`config.mk`:
```
export PLATFORM = sky130hd
export DESIGN_NAME = count_capture_unit
export DESIGN_NICKNAME = d
export VERILOG_FILES = /design/src/rtl/count_capture_unit_pkg.sv /design/src/rtl/count_capture_unit_event_detect.sv /design/src/rtl/count_capture_unit.sv
export SDC_FILE = /design/constraint.sdc
export NUM_CORES = 1
export LEC_CHECK = 0
export ABC_AREA = 1
export ABC_CLOCK_PERIOD_IN_PS = 2800
export CAP_MARGIN = 20
export CORE_UTILIZATION = 55
export CTS_CLUSTER_DIAMETER = 200
export DETAILED_ROUTE_END_ITERATION = 10
export DONT_BUFFER_PORTS = 1
export HOLD_SLACK_MARGIN = 0.12
export PLACE_DENSITY = 0.66
export SLEW_MARGIN = 10
export SYNTH_ARGS = -nofsm -noshare
export SYNTH_HDL_FRONTEND = slang
export SYNTH_SLANG_ARGS = --single-unit
```
`constraint.sdc`:
```
create_clock -name clk -period 2.8 [get_ports clk]
set_input_delay 0.84 -clock clk [delete_from_list [all_inputs] [get_ports clk]]
set_output_delay 0.84 -clock clk [all_outputs]
set_load 0.03 [all_outputs]
```
`src/rtl/count_capture_unit_pkg.sv`:
```
// Shared types and helpers for the count capture unit.
// Holds the capture FSM state encoding, the low-nibble width and the
// modulo-16 successor used by the sequence checker.
package count_capture_unit_pkg;

  localparam int unsigned LO_W = 4;

  typedef enum logic {
    IDLE = 1'b0,
    HOLD = 1'b1
  } cap_state_e;

  // Expected next upstream count; wraps 15 -> 0.
  function automatic logic [LO_W-1:0] lo_succ(input logic [LO_W-1:0] v);
    return v + LO_W'(1);
  endfunction

endpackage

```
`src/rtl/count_capture_unit_event_detect.sv`:
```
// Count event detector: samples the upstream count and extends it with a
// wrap counter. It also raises wrap and compare-match pulses and tracks
// upstream sequence faults.
// Ports:
//   clk, rst             clock, synchronous active-high reset
//   cnt_in               upstream 4-bit count
//   cmp_val, cmp_en      compare value / enable
//   cap_req              capture request (level)
//   ext_count            registered {hi, lo}
//   wrap_pulse           one-cycle pulse when ext_count first shows {hi+1, 0}
//   match_pulse          one-cycle pulse when ext_count first shows cmp_val
//   seq_err              sticky skipped/repeated count flag
//   snap_c               value ext_count will show next cycle
//   trig_c               capture trigger for this cycle
module count_event_detect
  import count_capture_unit_pkg::*;
#(
  parameter int unsigned HI_W     = 8,
  parameter bit          AUTO_CAP = 1'b0
) (
  input  logic                 clk,
  input  logic                 rst,
  input  logic [LO_W-1:0]      cnt_in,
  input  logic [LO_W-1:0]      cmp_val,
  input  logic                 cmp_en,
  input  logic                 cap_req,
  output logic [HI_W+LO_W-1:0] ext_count,
  output logic                 wrap_pulse,
  output logic                 match_pulse,
  output logic                 seq_err,
  output logic [HI_W+LO_W-1:0] snap_c,
  output logic                 trig_c
);

  logic [LO_W-1:0] lo;
  logic [HI_W-1:0] hi;
  logic [HI_W-1:0] hi_next;
  logic            prev_valid;
  logic            wrap_c;
  logic            match_c;
  logic            seq_bad_c;

  // Event decode. prev_valid blocks every event on the first sample after reset.
  always_comb begin
    wrap_c    = prev_valid & (lo == '1) & (cnt_in == '0);
    // Rising equality only, so a count stalled on cmp_val does not re-fire.
    match_c   = cmp_en & prev_valid & (cnt_in == cmp_val) & (lo != cmp_val);
    seq_bad_c = prev_valid & (cnt_in != lo_succ(lo));
    hi_next   = wrap_c ? hi + HI_W'(1) : hi;
    snap_c    = {hi_next, cnt_in};
    trig_c    = cap_req | (AUTO_CAP & match_c);
  end

  // Sample registers and pulse outputs.
  always_ff @(posedge clk) begin
    if (rst) begin
      lo          <= '0;
      hi          <= '0;
      prev_valid  <= 1'b0;
      wrap_pulse  <= 1'b0;
      match_pulse <= 1'b0;
      seq_err     <= 1'b0;
    end else begin
      lo          <= cnt_in;
      hi          <= hi_next;
      prev_valid  <= 1'b1;
      wrap_pulse  <= wrap_c;
      match_pulse <= match_c;
      if (seq_bad_c) seq_err <= 1'b1;
    end
  end

  assign ext_count = {hi, lo};

endmodule

```
`src/rtl/count_capture_unit.sv`:
```
// Count capture unit: extends the upstream 4-bit count with a wrap counter.
// It pulses on wrap and on compare match, and holds captured timestamps
// for a valid/ready consumer.
// Ports:
//   clk, rst             clock, synchronous active-high reset
//   cnt_in               upstream 4-bit count
//   cmp_val, cmp_en      compare value / enable
//   cap_req              capture request, sampled every cycle
//   out_ready            downstream ready
//   ext_count            registered {hi, lo}, lags cnt_in by one cycle
//   wrap_pulse           one-cycle rollover pulse
//   match_pulse          one-cycle compare-match pulse
//   cap_data, cap_valid  captured timestamp and its valid flag
//   overrun              sticky; a capture was dropped while holding
//   seq_err              sticky; upstream count skipped or repeated
module count_capture_unit
  import count_capture_unit_pkg::*;
#(
  parameter int unsigned HI_W     = 8,
  parameter bit          AUTO_CAP = 1'b0
) (
  input  logic                 clk,
  input  logic                 rst,
  input  logic [LO_W-1:0]      cnt_in,
  input  logic [LO_W-1:0]      cmp_val,
  input  logic                 cmp_en,
  input  logic                 cap_req,
  input  logic                 out_ready,
  output logic [HI_W+LO_W-1:0] ext_count,
  output logic                 wrap_pulse,
  output logic                 match_pulse,
  output logic [HI_W+LO_W-1:0] cap_data,
  output logic                 cap_valid,
  output logic                 overrun,
  output logic                 seq_err
);

  logic [HI_W+LO_W-1:0] snap_c;
  logic                 trig_c;

  cap_state_e           state;
  cap_state_e           state_next;
  logic [HI_W+LO_W-1:0] cap_data_next;
  logic                 overrun_next;

  count_event_detect #(
    .HI_W     (HI_W),
    .AUTO_CAP (AUTO_CAP)
  ) u_detect (
    .clk         (clk),
    .rst         (rst),
    .cnt_in      (cnt_in),
    .cmp_val     (cmp_val),
    .cmp_en      (cmp_en),
    .cap_req     (cap_req),
    .ext_count   (ext_count),
    .wrap_pulse  (wrap_pulse),
    .match_pulse (match_pulse),
    .seq_err     (seq_err),
    .snap_c      (snap_c),
    .trig_c      (trig_c)
  );

  // Capture FSM state register.
  always_ff @(posedge clk) begin
    if (rst) state <= IDLE;
    else     state <= state_next;
  end

  // Next-state and held-data decode.
  always_comb begin
    state_next    = state;
    cap_data_next = cap_data;
    overrun_next  = overrun;
    case (state)
      IDLE: begin
        if (trig_c) begin
          cap_data_next = snap_c;
          state_next    = HOLD;
        end
      end
      HOLD: begin
        if (out_ready) begin
          // Transfer completes; a simultaneous trigger reloads without a bubble.
          if (trig_c) cap_data_next = snap_c;
          else        state_next    = IDLE;
        end else if (trig_c) begin
          overrun_next = 1'b1;
        end
      end
      default: state_next = IDLE;
    endcase
  end

  // Output registers; cap_valid mirrors the state being entered.
  always_ff @(posedge clk) begin
    if (rst) begin
      cap_data  <= '0;
      cap_valid <= 1'b0;
      overrun   <= 1'b0;
    end else begin
      cap_data  <= cap_data_next;
      cap_valid <= (state_next == HOLD);
      overrun   <= overrun_next;
    end
  end

endmodule

```
; ---- Word-level counts from Yosys, hierarchy flattened
; Cells that the tools add are included.
[totals]
reg_bits = 30
in_bits = 13
output_inout_bits = 29
elab_cells = 34
[classes]
n_addsub = 2
eq_ne = 5
muxes = 8
bitwise = 8
reduce_logical = 2
[ops]
columns = operator, n
row1 = $mux W12, 2
row2 = $pmux W12 S2, 1
row3 = $add A8 B1 Y8 const B, 1
row4 = $mux W8, 1
row5 = $ne A4 B4 Y1, 2
row6 = $and A1 B1 Y1, 6
row7 = $add A4 B1 Y4 const B, 1
row8 = $eq A4 B4 Y1, 1
row9 = $eq A4 B4 Y1 const B, 1
row10 = $logic_not A4 Y1, 1
row11 = $mux W1, 3
row12 = $reduce_and A3 Y1, 1
row13 = $ne A2 B2 Y1 const B, 1
row14 = $not A1 Y1, 2
row15 = $pmux W1 S2, 1

; ---- Longest topological paths before layout
; Gate-level depths: netlist of the first run.
[depth]
word_depth = 7
mapped_depth = 9
ltp_nobuf = 9

; ---- By module
; A second synthesis of the first run with hierarchy kept.
[hier_totals]
hier_cells = 236
area_unflattened_um2 = 1636.6
[by_module_without_submodules]
columns = module, instances, cells_per_inst, area_each_um2, seq_area_each_um2
row1 = count_event_detect, 1, 148, 960.9, 320.3
row2 = count_capture_unit, 1, 88, 675.6, 280.3

; ---- Worst setup path after synthesis of the first run
; No wires, ideal clock.
[synth_path]
path_type = in2reg
from = input port cnt_in[3]
to = register cap_data[10]
setup_time_ns = 0.109
arrival_time_ns = 1.552
t_required_ns = 2.691
path_slack_ns = 1.140
cell_stages = 8
n_path_buf = 0
path_cell_list = inv_1 -> nand4_1 -> nor2_4 -> inv_2 -> nand2_1 -> nand3_1 -> nand2_1 -> inv_1
[synth_between]
elab_chain_cells = 6
[synth_rtl]
columns = element, line_no
row1 = "start, declared", count_capture_unit.sv:24  ; input logic [LO_W-1:0] cnt_in,
row2 = $logic_not A4 Y1 *, count_capture_unit_event_detect.sv:45  ; wrap_c = prev_valid & (lo == '1) & (cnt_in == '0);
row3 = $and A1 B1 Y1 *, count_capture_unit_event_detect.sv:45
row4 = $mux W8 *, count_capture_unit_event_detect.sv:49  ; hi_next = wrap_c ? hi + HI_W'(1) : hi;
row5 = $mux W12 *, "count_capture_unit.sv:77, count_capture_unit.sv:85"
row6 = $mux W12, count_capture_unit.sv:83  ; if (out_ready) begin
row7 = $pmux W12 S2 *, count_capture_unit.sv:75  ; case (state)
row8 = "end signal, assigned", count_capture_unit.sv:102  ; cap_data <= cap_data_next;
row9 = "end, declared", count_capture_unit.sv:32  ; output logic [HI_W+LO_W-1:0] cap_data,
; Every way passes the cells marked *; elsewhere a longest branch is shown, timed or not. The select of a mux whose other input is x is not followed.
; A chain may end at the register's enable or synchronous reset.

; ---- Worst setup path in the final report of the first run
[layout_path]
from = register u_detect.lo[2]
to = output port ext_count[2]
[layout_rtl]
columns = element, line_no
row1 = "start, declared", count_capture_unit_event_detect.sv:35  ; logic [LO_W-1:0] lo;
row2 = "start signal, assigned", count_capture_unit_event_detect.sv:64  ; lo <= cnt_in;
row3 = "end, declared", count_capture_unit.sv:29  ; output logic [HI_W+LO_W-1:0] ext_count,
; No word-level cell between the ends.

==> run metrics, run 1 <==
Setup-failing EPs final=0; Yosys reg bits=30; PD cells=between 500 and 600 nW/µm²; CTS tree=done; share of cells above drive strength 1=roughly 6.1%; status=completed; GRT overflow=0; Iteration-0 DRC Markers=28; Least-Margin Pin Slew=681.3 ps; fmax=between 500 and 600 MHz; switch share=between 20 and 30%; worst vdd ir=0.4659 mV; row cnt=18; CTS root buf=clkbuf_4; clock transition at the registers of the reported paths=90 ps; clk sinks=30; gpl congestion=slightly above 0.8; Synth-to-Final Area Change=3.642%; HPWL Detailed=between 2000 and 2500 µm; fin crit period=around 1800 ps; starting density of the core=58.23%; H-tree depth=2; Reg power frac=62.2%; CP Launch Type=flop; setup slack at placement=848.0 ps; Die H=approximately 53 µm; DR WL/cell=roughly 12 µm; WS Path Type=reg -> out; Nets=approximately 230; vias in the first global route=around 1100; Max-cap violations=0; Detail Route Antenna Nets=0; post-CTS setup buffers=0; critical path arrival=about 1000 ps; largest net degree at the start of global routing=26; fillcell total=250; Logic pwr share=8.5%; Core ar.=2477 µm²; Setup crit end kind=output port; Netlist Area Pre-Place=1443 µm²; clock network power share=between 20% and 30%; Final Hold Fails=0; post-detailed-routing wire length=~3000 µm; Die Wd=53.22 µm; drt first pass iters=4; max-slew violation count=0; Int Pwr=approximately 0.57 mW; register area share after synthesis=41.63%; Mapped Cells=~210; final setup margin=974.6 ps; Synth cell types=26; vias per cell=5.242; initial antenna violation count=0; syn avg cell area=approximately 6.8 µm²; syn_nets=227; Critical Path Fanout Max=7; post-CTS sizing=0; die area=between 2000 and 3000 µm²; PortBufs=0; diode count=0; sw power=approximately 0.23 mW; Synth Flop Type=dfxtp_1; Max-slew headroom=between 50% and 60%; clock skew=8.560 ps; dpl cells=roughly 240; YS warnings=0; Synth async-reset ratio=0%; first-pass GRT wire length=4747 µm; Pwr Total=just under 0.8 mW; Num CTS Buffers=5; Fin Setup TNS=0 ps; number of flops mapped to enable cells by yosys=0; Hold Buf Count CTS=0; Max clock buf depth=2; Leak=0.7309 nW; Non-Filler Instances=roughly 240; via count=~1300; period utilization=65.19%; CP Data Required Time=1960 ps; RSZ-0062 raised after global routing=no; I/O pins=42; path type of the worst min-delay path=reg -> reg; DRC errors left=0; GR Util All Layers=24.06%; clock latency on the worst-skew pair=about 320 ps
-- through the flow --
stage                     hold slack [ps]  utilization (%)  cell area (µm²)
after floorplan                     475.9                -             1443
after global placement              514.4            58.54             1450
after detailed placement            518.6            58.54             1450
after CTS                           531.7            60.35             1495
after global routing                548.3            60.35             1495
final                               528.5            60.35             1495
-- cell type report --
cell class	instances	area [µm²]	share of cell area, %
tap	30	37.54	2.510
clock buffer	7	45.04	3.013
inverter	31	116.4	7.782
sequential	30	600.6	40.17
multi-input combinational	146	695.7	46.53
-- layout by cell type (no fill, tap or decap) --
master    synthesis  final
o22ai_1           2      2
dfxtp_1          30     30
clkbuf_4          0      5
or2_1             1      1
nand3_2           1      1
a21oi_1          14     14
clkbuf_1          1      2
xnor2_1           3      3
nand4_1           3      3
o21ai_0           5      5
o21a_1            1      1
nand3b_1          1      1
o21ai_2           1      1
nand4_2           1      1
nor2_4            1      1
nand2_1          58     58
nor2_1           32     32
nor3_1            1      1
inv_2             3      3
xor2_1            4      4
nand3_1          14     14
nor2_2            1      1
inv_1            28     28
ha_1              2      2
-- flip-flops by register name, indices dropped and copies added (netlist names) --
signal and flops:
cap_valid 1, u_detect.wrap_pulse 1, cap_data 12, u_detect.prev_valid 1, u_detect.hi 8, u_detect.lo 4, u_detect.match_pulse 1, u_detect.seq_err 1
overrun 1
-- power by group through the flow --
stage / Clock (mW) / Combinational, mW / Sequential [mW]
5_1_grt: 0.263 / 0.0782 / 0.496
2_1_floorplan: 0 / 0.0634 / 0.500
6_report: 0.233 / 0.0672 / 0.494
3_5_place_dp: 0 / 0.0677 / 0.504
3_3_place_gp: 0 / 0.0650 / 0.504
4_1_cts: 0.244 / 0.0680 / 0.494
-- cells in the mapped netlist, types with 3 or more instances --
cell / n / area [µm²]
xor2_1: 4 / 35.03
nand4_1: 3 / 18.77
o21ai_0: 5 / 25.02
nor2_1: 32 / 120.1
nand3_1: 14 / 70.07
dfxtp_1: 30 / 600.6
nand2_1: 58 / 217.7
a21oi_1: 14 / 70.07
inv_1: 28 / 105.1
xnor2_1: 3 / 26.28
inv_2: 3 / 11.26
-- path summary, 6_finish.rpt --
kind / startpoint / to / slack (ps) / cells after the start
worst max-delay path: u_detect.lo[2] / ext_count[2] / 970 / 0
worst min-delay path: u_detect.prev_valid / u_detect.seq_err / 530 / 2
worst max register to register: u_detect.lo[0] / cap_data[11] / 980 / 8
worst min register to register: u_detect.prev_valid / u_detect.seq_err / 530 / 2
-- logic make-up after synthesis --
group,synth area share (%)
fa+ha+maj,1.734
compound gates,8.586
buf+inv,10.15
flops,41.63
xor+xnor,4.250
simple gates,33.65
-- tightest hold or removal path, stage by stage (launching register included) --
cell and delay, ps:
dfxtp_1 360, nand2_1 90, a21oi_1 50
-- layer usage --
metal | share of wire, % | vias to the layer above | track usage [%] | routed length, µm
met4 | 1.8 | 0 | 12.28 | 56
li1 | - | 662 | - | -
met3 | 6.6 | 5 | 8.908 | 202
met1 | 47 | 570 | 29.32 | 1429
met2 | 45 | 42 | 36.46 | 1359
met5 | 0 | - | 0 | 0
No activity file was read; power rests on OpenSTA's default activity.
==> run 2: changes to the inputs <==
--- a/config.mk
+++ b/config.mk
@@ -6,7 +6,7 @@
 export NUM_CORES = 1
 export LEC_CHECK = 0
 export ABC_AREA = 1
-export ABC_CLOCK_PERIOD_IN_PS = 2800
+export ABC_CLOCK_PERIOD_IN_PS = 1900
 export CAP_MARGIN = 20
 export CORE_UTILIZATION = 55
 export CTS_CLUSTER_DIAMETER = 200
==> constraint.sdc (replaced) <==
create_clock -name clk -period 1.9 [get_ports clk]
set_input_delay 0.57 -clock clk [delete_from_list [all_inputs] [get_ports clk]]
set_output_delay 0.57 -clock clk [all_outputs]
set_load 0.03 [all_outputs]
==> run 2 against run 1 <==
Compared with the run above:
- hold slack lost 230 ps
- die area did not move
- critical endpoint is now ext_count[6]
- combinational power is 89% higher
- first-iteration DRC count increased by 3.6%
- global-route usage rose by 0.70 points
==> run metrics, run 2 (synthesized netlist as in run 1, its figures left out) <==
critical path arrival=1000 ps (was 990 ps); post-CTS setup buffers=0 (unchanged); CP Launch Type=flop (unchanged); Synth-to-Final Area Change=11.97% (was 3.642%); Least-Margin Pin Slew=429.1 ps (was 681.3 ps); WS Path Type=reg -> out (unchanged); routed wl met3=189 µm (was 202 µm); gpl congestion=0.7803 (was 0.8270); met1 WL=1496 µm (was 1429 µm); Biggest register=cap_data (unchanged); CTS root buf=clkbuf_4 (unchanged); Setup crit end kind=output port (unchanged); max FFs per register=12 (unchanged); hold depth=1 (was 2); clock latency on the worst-skew pair=330 ps (was 320 ps); path type of the worst min-delay path=in -> reg (was reg -> reg); GRT overflow=0 (unchanged); family with the most delay on the worst path=flip-flops; fillcell total=235 (was 250); cells on worst reg2reg path=8 (unchanged); clock transition at the registers of the reported paths=100 ps (was 90 ps); clk sinks=30 (unchanged); PD cells=824.7 nW/µm² (was 531.2 nW/µm²); Reg power frac=53.4% (was 62.2%); PortBufs=0 (unchanged); Detail Route Antenna Nets=0 (unchanged); Fin Setup TNS=0 ps (unchanged); met2 WL post-DR=1366 µm (was 1359 µm); Num CTS Buffers=5 (unchanged); commonest non-fill, non-tap cell in the layout=nand2_1 (unchanged); via count=1328 (was 1279); initial antenna violation count=0 (unchanged); cell count along the critical path=1 (was 0); Final Hold Fails=0 (unchanged); dpl cells=249 (was 237); GR Util All Layers=24.76% (was 24.06%); Iteration-0 DRC Markers=29 (was 28); CTS tree=done (unchanged); post-CTS sizing=0 (unchanged); Logic pwr share=9.6% (was 8.5%); RSZ-0062 raised after global routing=no (unchanged); row cnt=18 (unchanged); reg-to-reg startpoint=u_detect.lo[0] (unchanged); Max clock buf depth=2 (unchanged); first-pass GRT wire length=4947 µm (was 4747 µm); Die H=53.22 µm (unchanged); I/O pins=42 (unchanged); worst vdd ir=0.7804 mV (was 0.4659 mV); status=completed (unchanged); clock skew=10.06 ps (was 8.560 ps); Buf/Inv on CP=1; worst setup path start=u_detect.hi[2] (was u_detect.lo[2]); DRC errors left=0 (unchanged); H-tree depth=2 (unchanged); Die Wd=53.22 µm (unchanged); starting density of the core=58.23% (unchanged); post-detailed-routing wire length=3089 µm (was 3048 µm); Critical Path Fanout Max=6 (was 7); Hold Startpoint=rst (was u_detect.prev_valid); CP Cell Sequence=buf_4; Int Pwr=0.9830 mW (was 0.5661 mW); Max-cap violations=0 (unchanged); share of cells above drive strength 1=11.45% (was 6.075%); Setup-failing EPs final=0 (unchanged); critical path's slowest cell=dfxtp_1; switch share=26.21% (was 28.72%); HPWL Detailed=2270 µm (was 2237 µm); vias per cell=5.167 (was 5.242); Hold Buf Count CTS=0 (unchanged); Core ar.=2477 µm² (unchanged); fmax=between 600 and 700 MHz; sw power=0.3491 mW (was 0.2281 mW); Non-Filler Instances=257 (was 244); clock network power share=37.0% (was 29.3%); fin crit period=between 1500 and 2000 ps; largest net degree at the start of global routing=26 (unchanged); vias in the first global route=1146 (was 1129); die area=2832 µm² (unchanged); CP Data Required Time=1330 ps (was 1960 ps); biggest regs=cap_data: 12 flops, u_detect.hi: 8 flops, u_detect.lo: 4 flops (unchanged); crit-path max cell delay=470 ps; diode count=0 (unchanged); Max-slew headroom=71.35% (was 54.53%); DR WL/cell=12.02 µm (was 12.49 µm); max-slew violation count=0 (unchanged); Leak=0.8082 nW (was 0.7309 nW); drt first pass iters=4 (unchanged); period utilization=a little over 80%; most frequent cells in the layout=58 x nand2_1, 32 x nor2_1, 30 x dfxtp_1, 28 x inv_1 (unchanged); Nets=241 (was 229); highest metal used=met4 (unchanged)
==> run 2: power by group through the flow <==
stage	Sequential, mW	Clock (mW)	Combinational (mW)
2_1_floorplan	0.737	0	0.0935
3_3_place_gp	0.726	0	0.123
3_5_place_dp	0.727	0	0.127
4_1_cts	0.712	0.502	0.128
5_1_grt	0.715	0.524	0.146
6_report	0.712	0.493	0.127
==> run 2: final timing paths <==
| check | endpoint | slack (ps) |
|---|---|---|
| max | ext_count[6] | 330 |
| min | u_detect.lo[2] | 300 |
| max reg2reg | cap_data[11] | 460 |
| min reg2reg | cap_valid | 520 |
==> run 2: worst reg2reg max path: stages, from the launching register on <==
cell	delay [ps]
dfxtp_1	350
ha_1	250
nand4_2	150
nor2_4	220
inv_2	90
nand2_1	90
nand3_1	80
nand2_1	60
inv_1	30
==> run 2: cell type report <==
type,instances,area [µm²],share of cell area [%]
Clock buffer,7,45.04,2.789
Clock inverter,1,30.03,1.859
Inverter,31,116.4,7.204
Multi-Input combinational cell,146,695.7,43.07
Sequential cell,30,600.6,37.18
Tap cell,30,37.54,2.324
Timing Repair Buffer,12,90.09,5.577
==> run 2: through the flow <==
| stage | power [mW] | hold WS, ps | util [%] | cell area, µm² | setup WS (ps) |
|---|---|---|---|---|---|
| after global routing | 1.385 | 271.4 | 65.20 | 1615 | 281.2 |
| after detailed placement | 0.8536 | 513.6 | 62.17 | 1540 | 377.3 |
| after CTS | 1.341 | 287.9 | 65.20 | 1615 | 325.0 |
| after global placement | 0.8489 | 487.8 | 62.17 | 1540 | 399.4 |
| after floorplan | 0.8304 | 475.9 | - | 1443 | 321.0 |
| final | 1.332 | 298.5 | 65.20 | 1615 | 330.8 |
==> run 2: per-layer routing <==
| metal | vias up | track usage (%) |
|---|---|---|
| met1 | 595 | 32.81 |
| met2 | 40 | 36.88 |
| li1 | 685 | - |
| met3 | 8 | 8.908 |
| met5 | - | 0 |
| met4 | 0 | 7.895 |
